File: config.mk
export PLATFORM = sky130hd
export DESIGN_NAME = fn_sweep_ctrl_flat
export DESIGN_NICKNAME = d
export VERILOG_FILES = /design/src/rtl/fn_sweep_ctrl_pkg.sv /design/src/rtl/fn_sweep_ctrl_if.sv /design/src/rtl/fn_sweep_timer.sv /design/src/rtl/fn_sweep_ctrl.sv /design/src/flat_wrapper.sv
export SDC_FILE = /design/constraint.sdc
export NUM_CORES = 1
export LEC_CHECK = 0
export CAP_MARGIN = 20
export CORE_MARGIN = 4
export CORE_UTILIZATION = 56
export CTS_CLUSTER_DIAMETER = 60
export CTS_CLUSTER_SIZE = 8
export DETAILED_ROUTE_END_ITERATION = 10
export GPL_ROUTABILITY_DRIVEN = 0
export PLACE_DENSITY = 0.86
export SLEW_MARGIN = 20
export SYNTH_ARGS = -nofsm -noshare
export SYNTH_HDL_FRONTEND = slang
export SYNTH_SLANG_ARGS = --single-unit
File: constraint.sdc
create_clock -name clk -period 3.5 [get_ports clk]
set_clock_uncertainty 0.2 [all_clocks]
set_input_delay 0.875 -clock clk [delete_from_list [all_inputs] [get_ports clk]]
set_output_delay 0.875 -clock clk [all_outputs]
set_load 0.05 [all_outputs]
File: src/rtl/fn_sweep_ctrl_pkg.sv
// fn_sweep_pkg: shared sizes and FSM state type for the Boolean evaluator sweep controller
package fn_sweep_pkg;
    localparam int N_VEC  = 32;
    localparam int IDX_W  = 5;
    localparam int CNT_W  = 6;
    localparam int WAIT_W = 4;
    typedef enum logic [1:0] {IDLE, SETTLE, CAPTURE, FINISH} state_t;
endpackage

File: src/rtl/fn_sweep_ctrl_if.sv
// fn_sweep_ctrl_if: control, result and evaluator signals between the sweep controller and its user
interface fn_sweep_ctrl_if;
    import fn_sweep_pkg::*;
    logic             start;
    logic             abort;
    logic [N_VEC-1:0] expected;
    logic             eval_y1;
    logic             eval_y0;
    logic             eval_x2;
    logic             eval_x1;
    logic             eval_x0;
    logic             eval_z;
    logic             busy;
    logic             done;
    logic [N_VEC-1:0] table_out;
    logic [CNT_W-1:0] mismatch_cnt;
    logic             pass;
    modport master (
        output start, abort, expected, eval_z,
        input  eval_y1, eval_y0, eval_x2, eval_x1, eval_x0, busy, done, table_out, mismatch_cnt, pass
    );
    modport slave (
        input  start, abort, expected, eval_z,
        output eval_y1, eval_y0, eval_x2, eval_x1, eval_x0, busy, done, table_out, mismatch_cnt, pass
    );
endinterface

File: src/rtl/fn_sweep_timer.sv
// fn_sweep_timer: settle counter with clear, flags terminal count at SETTLE_CYCLES-1
module fn_sweep_timer
    import fn_sweep_pkg::*;
#(
    parameter int SETTLE_CYCLES = 1
) (
    input  logic clk,
    input  logic rst_n,
    input  logic i_clr,
    input  logic i_en,
    output logic o_tc
);
    logic [WAIT_W-1:0] r_wait;
    always_ff @(posedge clk or negedge rst_n) begin
        if (!rst_n) r_wait <= '0;
        else if (i_clr) r_wait <= '0;
        else if (i_en) r_wait <= r_wait + 1'b1;
    end
    assign o_tc = r_wait == WAIT_W'(SETTLE_CYCLES - 1);
endmodule

File: src/rtl/fn_sweep_ctrl.sv
// fn_sweep_ctrl: walks the evaluator through all 32 vectors, captures z and scores it against a golden table
module fn_sweep_ctrl
    import fn_sweep_pkg::*;
#(
    parameter int SETTLE_CYCLES = 1
) (
    input logic            clk,
    input logic            rst_n,
    fn_sweep_ctrl_if.slave bus
);
    localparam logic [IDX_W-1:0] LAST = IDX_W'(N_VEC - 1);
    state_t           r_state;
    state_t           w_next;
    logic [IDX_W-1:0] r_idx;
    logic [N_VEC-1:0] r_exp;
    logic [N_VEC-1:0] r_table;
    logic [CNT_W-1:0] r_cnt;
    logic             r_pass;
    logic             w_tc;
    logic             w_busy;
    logic             w_done;
    logic             w_go;
    logic             w_cap;
    logic             w_en;
    logic             w_clr;
    fn_sweep_timer #(.SETTLE_CYCLES(SETTLE_CYCLES)) u_timer (
        .clk   (clk),
        .rst_n (rst_n),
        .i_clr (w_clr),
        .i_en  (w_en),
        .o_tc  (w_tc)
    );
    always_comb begin
        w_next = r_state;
        w_busy = r_state == SETTLE || r_state == CAPTURE;
        w_done = r_state == FINISH;
        w_go   = r_state == IDLE && bus.start && !bus.abort;
        w_cap  = r_state == CAPTURE && !bus.abort;
        w_en   = r_state == SETTLE;
        w_clr  = r_state != SETTLE;
        unique case (r_state)
            IDLE:    w_next = w_go ? SETTLE : IDLE;
            SETTLE:  w_next = bus.abort ? IDLE : (w_tc ? CAPTURE : SETTLE);
            CAPTURE: w_next = bus.abort ? IDLE : (r_idx == LAST ? FINISH : SETTLE);
            default: w_next = IDLE;
        endcase
    end
    always_ff @(posedge clk or negedge rst_n) begin
        if (!rst_n) begin
            r_state <= IDLE;
            r_idx   <= '0;
            r_exp   <= '0;
            r_table <= '0;
            r_cnt   <= '0;
            r_pass  <= 1'b0;
        end else begin
            r_state <= w_next;
            if (w_go) begin
                r_idx   <= '0;
                r_exp   <= bus.expected;
                r_table <= '0;
                r_cnt   <= '0;
                r_pass  <= 1'b0;
            end
            // an abort landing on a capture cycle drops that vector
            if (w_cap) begin
                r_table[r_idx] <= bus.eval_z;
                if (bus.eval_z != r_exp[r_idx]) r_cnt <= r_cnt + 1'b1;
                if (r_idx != LAST) r_idx <= r_idx + 1'b1;
            end
            if (w_done) r_pass <= r_cnt == '0;
        end
    end
    assign bus.busy         = w_busy;
    assign bus.done         = w_done;
    assign {bus.eval_y1, bus.eval_y0, bus.eval_x2, bus.eval_x1, bus.eval_x0} = w_busy ? r_idx : '0;
    assign bus.table_out    = r_table;
    assign bus.mismatch_cnt = r_cnt;
    assign bus.pass         = r_pass;
endmodule
File: src/flat_wrapper.sv
// flat-port wrapper written by rule: the top's interface ports become plain ports
module fn_sweep_ctrl_flat import fn_sweep_pkg::*;
#(
    parameter int SETTLE_CYCLES = 1
)
  (clk, rst_n, bus_start, bus_abort, bus_expected, bus_eval_z, bus_eval_y1, bus_eval_y0, bus_eval_x2, bus_eval_x1, bus_eval_x0, bus_busy, bus_done, bus_table_out, bus_mismatch_cnt, bus_pass);
  fn_sweep_ctrl_if bus_i ();
  input logic clk;
  input logic rst_n;
  input wire logic [$bits(bus_i.start)-1:0] bus_start;
  input wire logic [$bits(bus_i.abort)-1:0] bus_abort;
  input wire logic [$bits(bus_i.expected)-1:0] bus_expected;
  input wire logic [$bits(bus_i.eval_z)-1:0] bus_eval_z;
  output wire logic [$bits(bus_i.eval_y1)-1:0] bus_eval_y1;
  output wire logic [$bits(bus_i.eval_y0)-1:0] bus_eval_y0;
  output wire logic [$bits(bus_i.eval_x2)-1:0] bus_eval_x2;
  output wire logic [$bits(bus_i.eval_x1)-1:0] bus_eval_x1;
  output wire logic [$bits(bus_i.eval_x0)-1:0] bus_eval_x0;
  output wire logic [$bits(bus_i.busy)-1:0] bus_busy;
  output wire logic [$bits(bus_i.done)-1:0] bus_done;
  output wire logic [$bits(bus_i.table_out)-1:0] bus_table_out;
  output wire logic [$bits(bus_i.mismatch_cnt)-1:0] bus_mismatch_cnt;
  output wire logic [$bits(bus_i.pass)-1:0] bus_pass;
  assign bus_i.start = bus_start;
  assign bus_i.abort = bus_abort;
  assign bus_i.expected = bus_expected;
  assign bus_i.eval_z = bus_eval_z;
  assign bus_eval_y1 = bus_i.eval_y1;
  assign bus_eval_y0 = bus_i.eval_y0;
  assign bus_eval_x2 = bus_i.eval_x2;
  assign bus_eval_x1 = bus_i.eval_x1;
  assign bus_eval_x0 = bus_i.eval_x0;
  assign bus_busy = bus_i.busy;
  assign bus_done = bus_i.done;
  assign bus_table_out = bus_i.table_out;
  assign bus_mismatch_cnt = bus_i.mismatch_cnt;
  assign bus_pass = bus_i.pass;
  fn_sweep_ctrl #(.SETTLE_CYCLES(SETTLE_CYCLES)) u_core (.clk(clk), .rst_n(rst_n), .bus(bus_i));
endmodule
Word-level counts from Yosys, hierarchy flattened
Index checks and enable logic that the tools add are counted.

Register bits: 82. Bits of input ports: 37. Output and inout bits: 46. Logic and storage cells: 54.

Add/sub/neg operators: 3. Order comparisons: 2. Equal/unequal tests: 7. Muxes and demuxes: 24. Reductions and logical operators: 11.

Operators by type and width (count): $mux W32 (2); $bwmux W32 (1); $mux W5 (4); $mux W6 (3); $mux W2 (4); $mux W4 (2); $add A6 B1 Y6 const B (1); $logic_not A6 Y1 (1); $lt A5 B6 Y1 const B (1); $pmux W2 S3 (1); $add A5 B1 Y5 const B (1); $bmux W1 S5 (1); $demux W1 S5 (1); $eq A5 B5 Y1 const B (1); $ge A5 B1 Y1 const B (1); $mux W1 (5); $ne A5 B5 Y1 const B (1); $add A4 B1 Y4 const B (1); $eq A2 B2 Y1 const B (2); $logic_and A1 B1 Y1 (4); $logic_not A4 Y1 (1); $reduce_bool A2 Y1 (2); $eq A2 B1 Y1 const B (1); $logic_not A2 Y1 (1); other kinds (4) (4).

Depth between registers and ports, before layout
Word-level depth: 6. Gate-level depth with buffers: 9. Depth with buffers taken out: 7.

Hierarchy
A second synthesis with hierarchy kept.

Cell total of the unflattened synthesis: 390. Area, all modules: 4154.0 um^2.

By module, submodules not included: fn_sweep_ctrl (times used 1, cells an instance 370, area an instance 3933.8 um^2, seq. area each 1951.9 um^2); fn_sweep_timer (times used 1, cells an instance 20, area an instance 220.2 um^2, seq. area each 100.1 um^2).

Least setup slack after synthesis
Ideal clock, no wire load.

Path type: flip-flop to output port. Start: register u_core.r_state[0]. End: output port bus_eval_x0. Arrival time: 1.509 ns. Data required time: 2.425 ns. Setup slack: 0.916 ns. Stages on the path, launching flop included: 4. Buffers on the path: 0. Cell sequence: dfrtp_1 -> inv_1 -> ha_1 -> and2_1.

Cells in the longest elaborated chain, start to end: 3. Elaborated cells between the ends (all ways): 4. Those cells by class: eq/ne: 2; mux: 1; reduce/logical: 1.

Ends and longest elaborated chain: from (decl) (line fn_sweep_ctrl.sv:12) `state_t r_state;`; from (signal assigned) (line fn_sweep_ctrl.sv:57) `r_state <= w_next;`; $eq A2 B1 Y1 or $eq A2 B2 Y1 (tied branches) (line fn_sweep_ctrl.sv:35) `w_busy = r_state == SETTLE || r_state == CAPTURE;`; $logic_or A1 B1 Y1 * (line fn_sweep_ctrl.sv:35); net bus_busy (line flat_wrapper.sv:19) `output wire logic [$bits(bus_i.busy)-1:0] bus_busy;`; $mux W5 * (line fn_sweep_ctrl.sv:76) `assign {bus.eval_y1, bus.eval_y0, bus.eval_x2, bus.eval_x1, bus.eval_x0} = w_busy ? r_idx : '0;`; to (decl) (line flat_wrapper.sv:18) `output wire logic [$bits(bus_i.eval_x0)-1:0] bus_eval_x0;`.

Mark *: on every way through the listed nets, which the timed path passes. The rest lies on a longest branch.

Worst setup path after layout
Start: register u_core.r_state[0]. End: output port bus_eval_x2.

Cells in the longest elaborated chain, start to end: 3. Elaborated cells between the ends (all ways): 4. Those cells by class: eq/ne: 2; mux: 1; reduce/logical: 1.

Ends and longest elaborated chain: $eq A2 B1 Y1 or $eq A2 B2 Y1 (tied branches) (line fn_sweep_ctrl.sv:35); $logic_or A1 B1 Y1 * (line fn_sweep_ctrl.sv:35); $mux W5 * (line fn_sweep_ctrl.sv:76); to (decl) (line flat_wrapper.sv:16) `output wire logic [$bits(bus_i.eval_x2)-1:0] bus_eval_x2;`.

Every way passes the cells marked *; elsewhere a longest branch is shown, timed or not.

==> flow_summary.toml <==
[die]
die_y_um = 94.23
core.rowCount = 31
horizontal_die_dimension_um = 94.23
initial_core_utilization = 0.5741
die_area_um2 = 8879
core_um2 = 7253
ios = 83

[global_routing]
wire_length_of_the_first_global_routing_pass_mm = 15.55
grt_overflow = 0
grt_antenna_before_repair = 0
track_usage = 0.2244
via_count_of_the_first_global_routing_pass = 3252
grt_start_max_net_pins = 83

[critical_path]
timing.critical_path.from_type = "register"
setup.reg_to_reg.worst_slack_ns = 0.62
timing.critical_path.to_type = "primary output"
timing.setup.critical_path_class = "register to primary output"
r2r-start = "u_core.r_idx[4]$_DFF_PN0_"
worst_ep_required_time_ns = 2.42
worst-endpoint-arrival_ns = 2.18
worst_r2r_path_depth = 6
worst_r2r_endpoint = "u_core.bus.mismatch_cnt[0]$_DFF_PN0_"
maximum_fanout_encountered_on_the_critical_timing_path = 6

[clock_tree]
cts_tree = "built"
numClockSinks = 82
cts_max_level = 3
cts.reportedPaths.clkPinSlew_ns = 0.09
ctsLongestPathBuffers = 2
number_of_resized_instances_in_the_post_cts_repair_step = 0
cts_root_cell = "sky130_fd_sc_hd__clkbuf_8"
hold_buffers = 0
clk_latency_ns = 0.36
cts_inserted_buffers = 9
cts_post_setup_buffers_inserted = 0

[synth]
postSynthCellCount = 397
synth-main-ff-cell = "sky130_fd_sc_hd__dfrtp_1"
avgSynthCellArea_um2 = 10.49
synth.lib_cells_used.distinct = 40
synthesis.yosys.warnings = 0
mappedNetlistArea_um2 = 4164
synthesis.nets = 447
yosys_register_bits = 82
synth-async-reset-ratio = 1.000
synth_enable_flop_cells = 0
yosysSeqAreaShare = 0.4928

[drt]
drt-vias-per-instance = 5.902
drt_iter0_drc = 295
total_via_count_in_the_routed_design = 3370
wire_per_inst_um = 16.72
route.antenna.remaining_nets = 0
detail_route.first_pass.iterations = 5
wirelength_mm = 9.547
drc_errors = 0

[place]
post-dp-hpwl_mm = 6.767
dp_slack_ns = 0.6199
numPortBuffers = 82

[layout]
final_cell_mix = "82 x sky130_fd_sc_hd__dfrtp_1, 81 x sky130_fd_sc_hd__clkdlybuf4s50_1, 54 x sky130_fd_sc_hd__nand2_1"
mostFrequentLayoutCell = "sky130_fd_sc_hd__dfrtp_1"
share_of_final_layout_standard_cells_stronger_than_drive_strength_1 = 0.1292
num-nets-final = 517
areaGrowthSynthToFinish_pct = 24.67
antenna_cells = 0

[timing]
timing.final.ws_setup_ns = 0.2432
final-setup-viol-count = 0
tightest_slew_ns = 0.7181
fin_crit_ns = 3.257
relSlewSlack = 0.5213
final.setup.tns_ns = 0
fmax_ghz = 0.3071
post-route-period-util = 0.9305
timing_hold_violations_final = 0
rsz_0062_raised_after_global_routing = "false"
finalMaxSlewViolations = 0

[worst_hold_path]
min_path_type = "register to register"
worst_hold_path.num_cells = 1
endpoint_of_the_worst_hold_path = "u_core.u_timer.r_wait[0]$_DFF_PN0_"
hp-start = "u_core.u_timer.r_wait[0]$_DFF_PN0_"

[pwr]
irDropWorstVdd_mv = 0.3108
p_per_area_nw_per_um2 = 435.4
leakage_power_figure_nw = 2.293

[flow_run]
timing.max_cap.violations = 0

[outcome]
status = "finished clean"
-- through the flow --
| stage | hold slack (ns) | instances | power, W | util | cell area [um2] |
|---|---|---|---|---|---|
| floorplan | 0.2505 | 397 | 0.001493 | - | 4164 |
| global placement | 0.2744 | 555 | 0.001640 | 0.6909 | 5011 |
| detailed placement | 0.2856 | 555 | 0.001664 | 0.6909 | 5011 |
| CTS | 0.2952 | 571 | 0.002276 | 0.7152 | 5187 |
| global route | 0.3169 | 571 | 0.002384 | 0.7157 | 5191 |
| finish | 0.2935 | 571 | 0.002260 | 0.7157 | 5191 |
-- worst max path at each step --
stage | endpoint | cells past startpoint | from
floorplan | bus_eval_x0 | 3 | u_core.r_state[0]$_DFF_PN0_
global placement | bus_eval_x2 | 4 | u_core.r_state[0]$_DFF_PN0_
detailed placement | bus_eval_y0 | 4 | u_core.r_state[0]$_DFF_PN0_
CTS | bus_eval_y0 | 4 | u_core.r_state[0]$_DFF_PN0_
global route | bus_eval_y0 | 4 | u_core.r_state[0]$_DFF_PN0_
finish | bus_eval_x2 | 4 | u_core.r_state[0]$_DFF_PN0_
-- power breakdown --
part	switching (W)	internal [W]
clock	0.000356	0.000262
sequential	0.0000842	0.00108
combinational	0.000245	0.000233
-- registers in the layout, summed over array words and instances, names as in the netlist --
register,cells
u_core.r_idx,5
u_core.bus.table_out,32
u_core.r_state,2
u_core.u_timer.r_wait,4
u_core.bus.mismatch_cnt,6
u_core.bus.pass,1
u_core.r_exp,32
-- layer usage --
layer  up-vias  wire length, um  GRT usage
li1       1562                -          -
met1      1631             3882     0.2958
met2       160             4798     0.3664
met3        17              723    0.04247
met4         0              143    0.08664
met5         -                0          0
-- critical path, cell delays in order (launching register included) --
cell	delay (ns)
sky130_fd_sc_hd__dfrtp_1	0.39
sky130_fd_sc_hd__inv_1	0.08
sky130_fd_sc_hd__ha_1	0.37
sky130_fd_sc_hd__and2_1	0.17
sky130_fd_sc_hd__clkdlybuf4s50_1	0.81
-- cell type report --
class,count,area [um2]
multi-input cells,277,1942
clock buffers,9,123.9
repair buffers,87,859.6
inverters,10,37.54
fillers,532,2062
well taps,99,123.9
flip-flops and latches,82,2052
clock inverters,7,52.55
-- cells by family (layout without fill, tap and decap cells) --
family                   after synthesis  in the layout  synth area share
buffers and inverters                 38            113           0.04086
adder cells (fa/ha/maj)               13             13           0.03906
flip-flops                            82             82            0.4928
XOR/XNOR                               2              2          0.004207
multiplexers                          49             49            0.1274
AO/OA/AOI/OAI                         65             65            0.1187
AND/OR/NAND/NOR                      148            148            0.1770
-- Yosys cell counts, types with 2 or more instances --
cell type                  number  area, um2
sky130_fd_sc_hd__or3_1          2      12.51
sky130_fd_sc_hd__mux2_2        32      360.4
sky130_fd_sc_hd__nand2b_1       2      12.51
sky130_fd_sc_hd__buf_2          4      20.02
sky130_fd_sc_hd__buf_1          8      30.03
sky130_fd_sc_hd__buf_6          3      33.78
sky130_fd_sc_hd__nor2b_1        6      37.54
sky130_fd_sc_hd__o211ai_2       3      37.54
sky130_fd_sc_hd__o211ai_1      34      255.2
sky130_fd_sc_hd__nor3_1         4      20.02
sky130_fd_sc_hd__o21ai_0        9      45.04
sky130_fd_sc_hd__or3b_1         3      26.28
sky130_fd_sc_hd__and2_1        16      100.1
sky130_fd_sc_hd__o21ai_1        2      10.01
sky130_fd_sc_hd__nor2_1         9      33.78
sky130_fd_sc_hd__dfrtp_1       82       2052
sky130_fd_sc_hd__mux2i_1       17      170.2
sky130_fd_sc_hd__and3_1         3      18.77
sky130_fd_sc_hd__ha_1          13      162.7
sky130_fd_sc_hd__o221ai_1       8      70.07
sky130_fd_sc_hd__nand2_1       54      202.7
sky130_fd_sc_hd__nand3b_1       6      45.04
sky130_fd_sc_hd__inv_1          9      33.78
sky130_fd_sc_hd__clkbuf_1      13      48.80
sky130_fd_sc_hd__a22o_1         2      17.52
sky130_fd_sc_hd__nand3_1       39      195.2
Note: power is estimated with default switching activity, not from simulation.
